### src/rtl/multi_digit_counter_display_pkg.sv
// Shared constants for the multi-digit counter/display slice: digit width,
// seven-segment glyphs and the per-digit range clamp.
package multi_digit_counter_display_pkg;

  localparam int DIGIT_W = 4;

  // Segment order is A..G from bit 6 down to bit 0, active-high.
  localparam logic [6:0] SEG_0     = 7'b1111110;
  localparam logic [6:0] SEG_1     = 7'b0110000;
  localparam logic [6:0] SEG_2     = 7'b1101101;
  localparam logic [6:0] SEG_3     = 7'b1111001;
  localparam logic [6:0] SEG_4     = 7'b0110011;
  localparam logic [6:0] SEG_5     = 7'b1011011;
  localparam logic [6:0] SEG_6     = 7'b1011111;
  localparam logic [6:0] SEG_7     = 7'b1110000;
  localparam logic [6:0] SEG_8     = 7'b1111111;
  localparam logic [6:0] SEG_9     = 7'b1111011;
  localparam logic [6:0] SEG_A     = 7'b1110111;
  localparam logic [6:0] SEG_B     = 7'b0011111;
  localparam logic [6:0] SEG_C     = 7'b1001110;
  localparam logic [6:0] SEG_D     = 7'b0111101;
  localparam logic [6:0] SEG_E     = 7'b1001111;
  localparam logic [6:0] SEG_F     = 7'b1000111;
  localparam logic [6:0] SEG_BLANK = 7'b0000000;

  // Digits outside the radix saturate to the largest legal digit.
  function automatic logic [DIGIT_W-1:0] clamp_digit(input logic [DIGIT_W-1:0] value,
                                                     input int radix);
    if (int'(value) >= radix) begin
      return DIGIT_W'(radix - 1);
    end
    return value;
  endfunction

endpackage

### src/rtl/multi_digit_counter_display_decoder.sv
// Combinational hex-to-seven-segment decoder, shared by every display position.
module seg7_hex_decoder
  import multi_digit_counter_display_pkg::*;
(
  input  logic [DIGIT_W-1:0] value,
  output logic [6:0]         seg
);

  always_comb begin
    seg = SEG_BLANK;
    unique case (value)
      4'h0: seg = SEG_0;
      4'h1: seg = SEG_1;
      4'h2: seg = SEG_2;
      4'h3: seg = SEG_3;
      4'h4: seg = SEG_4;
      4'h5: seg = SEG_5;
      4'h6: seg = SEG_6;
      4'h7: seg = SEG_7;
      4'h8: seg = SEG_8;
      4'h9: seg = SEG_9;
      4'hA: seg = SEG_A;
      4'hB: seg = SEG_B;
      4'hC: seg = SEG_C;
      4'hD: seg = SEG_D;
      4'hE: seg = SEG_E;
      4'hF: seg = SEG_F;
      default: seg = SEG_BLANK;
    endcase
  end

endmodule

### src/rtl/multi_digit_counter_display.sv
// Cascaded N-digit up/down counter with wrap limit and load, driving a
// time-multiplexed seven-segment display with optional leading-zero blanking.
module multi_digit_counter_display
  import multi_digit_counter_display_pkg::*;
#(
  parameter int DIGITS   = 4,
  parameter int RADIX    = 10,
  parameter int SCAN_DIV = 1000
) (
  input  logic                  clock,
  input  logic                  reset,
  input  logic                  enable,
  input  logic                  direction,
  input  logic                  load,
  input  logic [4*DIGITS-1:0]   load_value,
  input  logic [4*DIGITS-1:0]   max_count,
  input  logic                  blank_lz,
  output logic [4*DIGITS-1:0]   count,
  output logic                  tc,
  output logic [6:0]            seg,
  output logic [DIGITS-1:0]     digit_sel
);

  localparam int W      = DIGITS * DIGIT_W;
  localparam int SCAN_W = (SCAN_DIV > 1) ? $clog2(SCAN_DIV) : 1;
  localparam int IDX_W  = (DIGITS > 1) ? $clog2(DIGITS) : 1;
  localparam logic [DIGIT_W-1:0] TOP_DIGIT = DIGIT_W'(RADIX - 1);

  logic [W-1:0]         load_c;
  logic [W-1:0]         max_c;
  logic [W-1:0]         inc_val;
  logic [W-1:0]         dec_val;
  logic [W-1:0]         count_next;
  logic                 tc_next;
  logic [DIGITS-1:0]    carry;
  logic [DIGITS-1:0]    borrow;
  logic [DIGITS:0]      upper_zero;

  logic [SCAN_W-1:0]    scan_cnt;
  logic [SCAN_W-1:0]    scan_next;
  logic [IDX_W-1:0]     scan_idx;
  logic [IDX_W-1:0]     idx_next;
  logic                 slot_end;
  logic [DIGIT_W-1:0]   mux_digit;
  logic                 blank_digit;
  logic [6:0]           glyph;
  logic [6:0]           seg_next;

  assign carry[0]           = 1'b1;
  assign borrow[0]          = 1'b1;
  assign upper_zero[DIGITS] = 1'b1;

  // Per-digit clamping plus the ripple carry/borrow chains.
  for (genvar i = 0; i < DIGITS; i++) begin : g_digit
    logic [DIGIT_W-1:0] d;
    assign d = count[i*DIGIT_W +: DIGIT_W];

    assign load_c[i*DIGIT_W +: DIGIT_W] = clamp_digit(load_value[i*DIGIT_W +: DIGIT_W], RADIX);
    assign max_c[i*DIGIT_W +: DIGIT_W]  = clamp_digit(max_count[i*DIGIT_W +: DIGIT_W], RADIX);

    assign inc_val[i*DIGIT_W +: DIGIT_W] = !carry[i]  ? d :
                                           ((d == TOP_DIGIT) ? '0 : d + DIGIT_W'(1));
    assign dec_val[i*DIGIT_W +: DIGIT_W] = !borrow[i] ? d :
                                           ((d == '0) ? TOP_DIGIT : d - DIGIT_W'(1));

    if (i < DIGITS - 1) begin : g_chain
      assign carry[i+1]  = carry[i]  & (d == TOP_DIGIT);
      assign borrow[i+1] = borrow[i] & (d == '0);
    end

    assign upper_zero[i] = upper_zero[i+1] & (count_next[i*DIGIT_W +: DIGIT_W] == '0);
  end

  // Packed digits compare numerically, so count >= M covers both the
  // normal terminal value and an out-of-range value left by a load.
  always_comb begin
    count_next = count;
    tc_next    = 1'b0;
    if (load) begin
      count_next = load_c;
    end else if (enable) begin
      if (direction) begin
        if (count >= max_c) begin
          count_next = '0;
          tc_next    = 1'b1;
        end else begin
          count_next = inc_val;
        end
      end else begin
        if (count == '0) begin
          count_next = max_c;
          tc_next    = 1'b1;
        end else begin
          count_next = dec_val;
        end
      end
    end
  end

  always_comb begin
    slot_end  = (scan_cnt == SCAN_W'(SCAN_DIV - 1));
    scan_next = slot_end ? '0 : scan_cnt + SCAN_W'(1);
    idx_next  = scan_idx;
    if (slot_end) begin
      idx_next = (scan_idx == IDX_W'(DIGITS - 1)) ? '0 : scan_idx + IDX_W'(1);
    end
  end

  // Decode from next-state values so the registered seg matches the
  // registered count and digit_sel in the same cycle.
  always_comb begin
    mux_digit   = '0;
    blank_digit = 1'b0;
    for (int i = 0; i < DIGITS; i++) begin
      if (idx_next == IDX_W'(i)) begin
        mux_digit   = count_next[i*DIGIT_W +: DIGIT_W];
        blank_digit = blank_lz && (i != 0) && upper_zero[i];
      end
    end
  end

  seg7_hex_decoder u_decoder (
    .value (mux_digit),
    .seg   (glyph)
  );

  assign seg_next = blank_digit ? SEG_BLANK : glyph;

  always_ff @(posedge clock) begin
    if (reset) begin
      count     <= '0;
      tc        <= 1'b0;
      scan_cnt  <= '0;
      scan_idx  <= '0;
      digit_sel <= DIGITS'(1);
      seg       <= SEG_0;
    end else begin
      count     <= count_next;
      tc        <= tc_next;
      scan_cnt  <= scan_next;
      scan_idx  <= idx_next;
      digit_sel <= DIGITS'(1) << idx_next;
      seg       <= seg_next;
    end
  end

endmodule

### config.mk
export PLATFORM = sky130hd
export DESIGN_NAME = multi_digit_counter_display
export DESIGN_NICKNAME = d
export VERILOG_FILES = /design/src/rtl/multi_digit_counter_display_pkg.sv /design/src/rtl/multi_digit_counter_display_decoder.sv /design/src/rtl/multi_digit_counter_display.sv
export SDC_FILE = /design/constraint.sdc
export NUM_CORES = 1
export LEC_CHECK = 0
export ABC_AREA = 1
export CORE_MARGIN = 2
export CORE_UTILIZATION = 40
export DETAILED_ROUTE_END_ITERATION = 10
export PLACE_DENSITY_LB_ADDON = 0.1
export SLEW_MARGIN = 10
export SYNTH_ARGS = -nofsm -noshare
export SYNTH_HDL_FRONTEND = slang
export SYNTH_SLANG_ARGS = --single-unit
### constraint.sdc
create_clock -name clock -period 4.4 [get_ports clock]
set_input_delay 1.1 -clock clock [delete_from_list [all_inputs] [get_ports clock]]
set_output_delay 1.1 -clock clock [all_outputs]
set_load 0.01 [all_outputs]
**Word level (Yosys, flattened, before mapping)**

Memories as Yosys holds them, arrays and structs flattened.
Index checks and enable logic that the tools add are counted.

- Add/subtract/negate cells: 10
- $lt $le $gt $ge: 9
- Equality and inequality tests: 9
- Shifts and indexed selects: 1
- Multiplexer cells: 56
- Bitwise logic cells: 7
- Reductions and logical operators: 15

Operator list:

| operator | count |
|---|---|
| $mux W4 | 34 |
| $mux W16 | 5 |
| $ge A4 B4 Y1 const B | 8 |
| $logic_not A4 Y1 | 7 |
| $add A4 B1 Y4 const B | 4 |
| $eq A4 B4 Y1 const B | 4 |
| $ge A16 B16 Y1 | 1 |
| $logic_not A16 Y1 | 1 |
| $sub A4 B1 Y4 const B | 4 |
| $mux W1 | 14 |
| $add A10 B1 Y10 const B | 1 |
| $eq A10 B10 Y1 const B | 1 |
| $mux W7 | 1 |
| $and A1 B1 Y1 | 6 |
| $eq A2 B2 Y1 const B | 3 |
| $mux W2 | 2 |
| $reduce_or A2 Y1 | 2 |
| $shl A1 B2 Y4 const A | 1 |
| $logic_and A1 B1 Y1 | 3 |
| $reduce_or A3 Y1 | 1 |
| $add A2 B1 Y2 const B | 1 |
| $eq A2 B1 Y1 const B | 1 |
| $logic_not A2 Y1 | 1 |
| $not A1 Y1 | 1 |

- Register bits: 40
- Bits in read-only memories: 112
- Input port bits: 38
- Logic and storage cells: 115
- Memories: 1

Memory list:

| name | depth | bits a word | rd ports | clocked after memory_dff | write ports | RTL line | RTL |
|---|---|---|---|---|---|---|---|
| (name not given) | 16 | 7 | 1 | 0 | 0 | multi_digit_counter_display_decoder.sv:11 | `unique case (value)` |

**Depth between registers and ports, before layout**

- Depth in word-level cells: 16
- Mapped depth: 30
- Mapped depth without buffers: 30

**Modules after synthesis**

From an unflattened synthesis, not the netlist that was laid out.

- Cell total of the unflattened synthesis: 657
- Area total of the unflattened synthesis: 4005.1 µm²

By module, submodules not included:

| module | instances | cells an instance | area each (µm²) | sequential area each (µm²) |
|---|---|---|---|---|
| multi_digit_counter_display | 1 | 603 | 3719.8 | 800.8 |
| seg7_hex_decoder | 1 | 54 | 285.3 | 0.0 |

**Worst setup path before layout**

No wires, ideal clock.

- Kind: input-to-reg
- Start: in max_count[5]
- End: reg seg[5]
- Data arrival time: 3.564 ns
- Setup slack: 0.719 ns
- Stages: 27
- Cells stage by stage: inv_1 -> a21oi_1 -> or2_2 -> ha_1 -> nand2_1 -> inv_1 -> nand2_1 -> nor2_1 -> nor2_1 -> nand2_1 -> nand2_1 -> buf_2 -> nand3_1 -> nand3_1 -> nand2_1 -> nand2_1 -> nand2_1 -> nand3_1 -> nor2_2 -> inv_1 -> ha_1 -> inv_1 -> nand3_1 -> nand3_1 -> nand2_1 -> nand2_1 -> nand2_1

- Longest elaborated chain between the ends: 16

Ends and longest elaborated chain:

| what | RTL line | RTL |
|---|---|---|
| from (decl) | multi_digit_counter_display.sv:16 | `input logic [4*DIGITS-1:0] max_count,` |
| $ge A4 B4 Y1 | multi_digit_counter_display_pkg.sv:29 | `if (int'(value) >= radix) begin` |
| $mux W1 | multi_digit_counter_display_pkg.sv:29 |  |
| $mux W4 (*) | multi_digit_counter_display_pkg.sv:32 | `return value;` |
| $ge A16 B16 Y1 | multi_digit_counter_display.sv:83 | `if (count >= max_c) begin` |
| $mux W16 | multi_digit_counter_display.sv:83 |  |
| $mux W16 (*) | multi_digit_counter_display.sv:82 | `if (direction) begin` |
| $mux W16 (*) | multi_digit_counter_display.sv:81 | `end else if (enable) begin` |
| $mux W16 (*) | multi_digit_counter_display.sv:79 | `if (load) begin` |
| parallel branches: the longest is 7 deep, another holds $mem_v2 Z16 W7 | - |  |
| $mux W7 (*) | multi_digit_counter_display.sv:127 | `assign seg_next = blank_digit ? SEG_BLANK : glyph;` |
| to (signal assigned) | multi_digit_counter_display.sv:143 | `seg <= seg_next;` |
| to (decl) | multi_digit_counter_display.sv:20 | `output logic [6:0] seg,` |

Mark *: on every way between the ends.
A chain may end at the register's enable or synchronous reset.

**Worst setup path in the final report**

- Start: in max_count[6]
- End: reg seg[1]

The elaborated chain is that of the path after synthesis.

==> impl_metrics.yaml <==
outcome:
  run_status: "finished clean"
placement:
  place_area_um2: 4810
  place_congestion: 0.869
  dpl_worst_slack_ns: -0.0803
  portBuffers: 65
  dp_hpwl_mm: 8.76
global_route:
  globalRouteTotalUtil_pct: 20.8
  grt_first_pass_wirelength_mm: 18.0
  grt_antenna_before_repair: 0
  via_count_of_the_first_global_routing_pass: 4010
  grt.overflow.total: 0
  grt_start_max_net_pins: 25
route:
  final_routed_wirelength_across_all_metal_layers_mm: 10.9
  postRouteAntennaNets: 0
  drtIter0Drc: 195
  wl_per_cell_um: 12.7
  drt_pre_antenna_iters: 5
  viasPerCell: 5.10
  drc: 0
  vias: 4374
layout:
  design.final.nets: 796
  antennaDiodeCount: 0
  finish.instance_area_um2: 4960
  area.growth.synth_to_final_pct: 25.4
  drive_gt1_share_pct: 11.0
  postLayoutCoreUtil_pct: 51.3
synthesis:
  synth_area_um2: 3960
  synth.yosys.seq_area_share_pct: 20.2
  postSynthRegisterBits: 40
  postSynthCellCount: 649
  synth_enable_flop_cells: 0
  synth_top_area_cell: "dfxtp_1"
  ranking_of_synthesized_cells_by_instance_count: "nand2_1, nand3_1, inv_1"
  syn-mean-instance-area_um2: 6.10
  post-synth-top-count-cell: "nand2_1"
  number_of_unique_standard_cell_types_used_by_synthesis: 38
  synthDominantCellAreaShare_pct: 20.2
  synthesis.yosys.warnings: 0
  syn-num-nets: 721
  netlist_top_cells_area: "dfxtp_1, nand2_1, nand3_1, ha_1, inv_1"
  postSynth.asyncResetShare_pct: 0
  synth_top_flop_cell: "dfxtp_1"
critical_path:
  critical_path.startpoint_type: "input port"
  crit_path_frequent_cell: "nand2_1"
  data_required_time_at_the_worst_endpoint_ns: 4.63
  setup.worst_path.class: "input port to flip-flop"
  r2r_slack_ns: 1.36
  timing.critical_path.arrival_ns: 4.32
  crit_family: "simple AND/OR/NAND/NOR gates"
  worst-path-max-fanout: 7
  crit_path_max_incr_delay_ns: 0.43
  critPathBufInv: 5
  cp_slowest_cell: "clkdlybuf4s50_1"
  end_kind: "flip-flop"
power:
  power.leakage_nw: 2.39
  vdd.ir_drop.worst_v: 0.000165
  total_power_w: 0.00110
  power_per_cell_area_nw_per_um2: 222
floorplan:
  floorplan.core_area_um2: 9680
  overall_die_width_um: 103
  start_util_pct: 40.9
  floorplan.die.height_um: 103
  placementRows: 36
  design.die.area_um2: 10700
  io_pins: 66
min_path:
  hold_class: "flip-flop to flip-flop"
timing:
  slew_violations: 0
  setup_viol: 0
  max_clock_skew_ns: 0.0117
  finalHoldWorstSlack_ns: 0.485
  timing.max_slew.rel_slack_pct: 68.4
  timing.final.ws_setup_ns: 0.308
  worstMarginPinSlew_ns: 0.469
  finalHoldViolCount: 0
  layout_worst_path_cycle_share_pct: 93.0
  fmax_mhz: 244
  finalCriticalPeriod_ns: 4.09
job:
  max_cap_viol_count: 0
clock_network:
  worstSkewPairLatency_ns: 0.30
  numClockSinks: 40
  clk_pin_slew_ns: 0.08
  ctsRootBufferMaster: "clkbuf_8"
  tritoncts: "done"
  clock_path_buffers: 2
  cts_inserted_buffers: 5
  cts_h_tree_depth: 2
metal layers:
layer  global-route usage [%]  share of wire, %
met5                        0                 0
met4                     4.96               1.4
met3                     3.76               4.4
met2                     35.4                46
met1                     27.4                48
cells in the final DEF, fill, tap and decap left out, types with 2 or more instances in the layout:
cell type | synthesis | routed
nor2_8 | 2 | 2
or2_2 | 2 | 2
nor2_4 | 4 | 6
a21oi_2 | 2 | 3
o21ai_1 | 2 | 2
inv_1 | 78 | 77
clkinv_1 | 3 | 3
a21oi_1 | 44 | 43
nor3_1 | 4 | 4
nor2_2 | 6 | 5
nand3b_1 | 2 | 2
clkdlybuf4s50_1 | 0 | 65
xor2_1 | 5 | 5
nand2_2 | 7 | 8
nor2_1 | 70 | 69
nand2_1 | 157 | 156
o21ai_2 | 6 | 6
nand3_2 | 3 | 5
o21ai_0 | 29 | 29
nand3_4 | 3 | 3
nand3_1 | 94 | 92
xnor2_1 | 2 | 2
nand4_1 | 16 | 16
nand2_4 | 2 | 2
ha_1 | 34 | 34
dfxtp_1 | 40 | 40
nand4_2 | 2 | 2
inv_2 | 8 | 9
clkinvlp_4 | 0 | 2
buf_4 | 0 | 17
clkbuf_8 | 0 | 6
logic make-up (layout without fill, tap and decap cells):
logic type | count (synthesis) | in the layout | share of synthesized area [%]
flip-flops | 40 | 40 | 20.2
adder cells (fa/ha/maj) | 34 | 34 | 10.7
buffers and inverters | 104 | 180 | 10.3
XOR/XNOR | 7 | 7 | 1.55
AO/OA/AOI/OAI | 87 | 87 | 12.0
AND/OR/NAND/NOR | 377 | 377 | 45.2
through the flow:
stage	TNS, ns	instances
floorplan	0	649
global placement	0	846
detailed placement	-0.188	846
CTS	0	854
global route	-0.00997	858
finish	0	858
sequential cells by signal (all words and copies together) (netlist names):
name	flops
tc	1
count	16
scan_cnt	10
digit_sel	4
seg	7
scan_idx	2
report_power, final:
group / switching, W / leakage, nW / internal (W) / total, W
clock network: 0.000133 / 0.0434 / 0.000127 / 0.000260
logic: 0.000246 / 2.02 / 0.000184 / 0.000429
registers: 0.0000300 / 0.328 / 0.000382 / 0.000412
what timing repair did:
| action | CTS | global route |
|---|---|---|
| buffers inserted | 0 | 4 |
| hold buffers | 0 | 0 |
| gates resized for setup | 0 | 8 |
| setup endpoints to repair | 0 | 7 |
final timing paths:
check,from,end,depth (start not counted)
worst max-delay path,max_count[6],seg[1],27
worst min-delay path,scan_cnt[0],scan_cnt[0],1
worst min register to register,scan_cnt[0],scan_cnt[0],1
worst max register to register,count[0],seg[1],21
layout make-up:
class	count	area, um^2
tap	133	166
inverter	90	340
multi-input combinational	505	2780
fill	1013	4720
timing repair buffer	82	778
clock buffer	6	82.6
sequential	40	801
clock inverter	2	15.0
(Power assumes the default switching activity.)
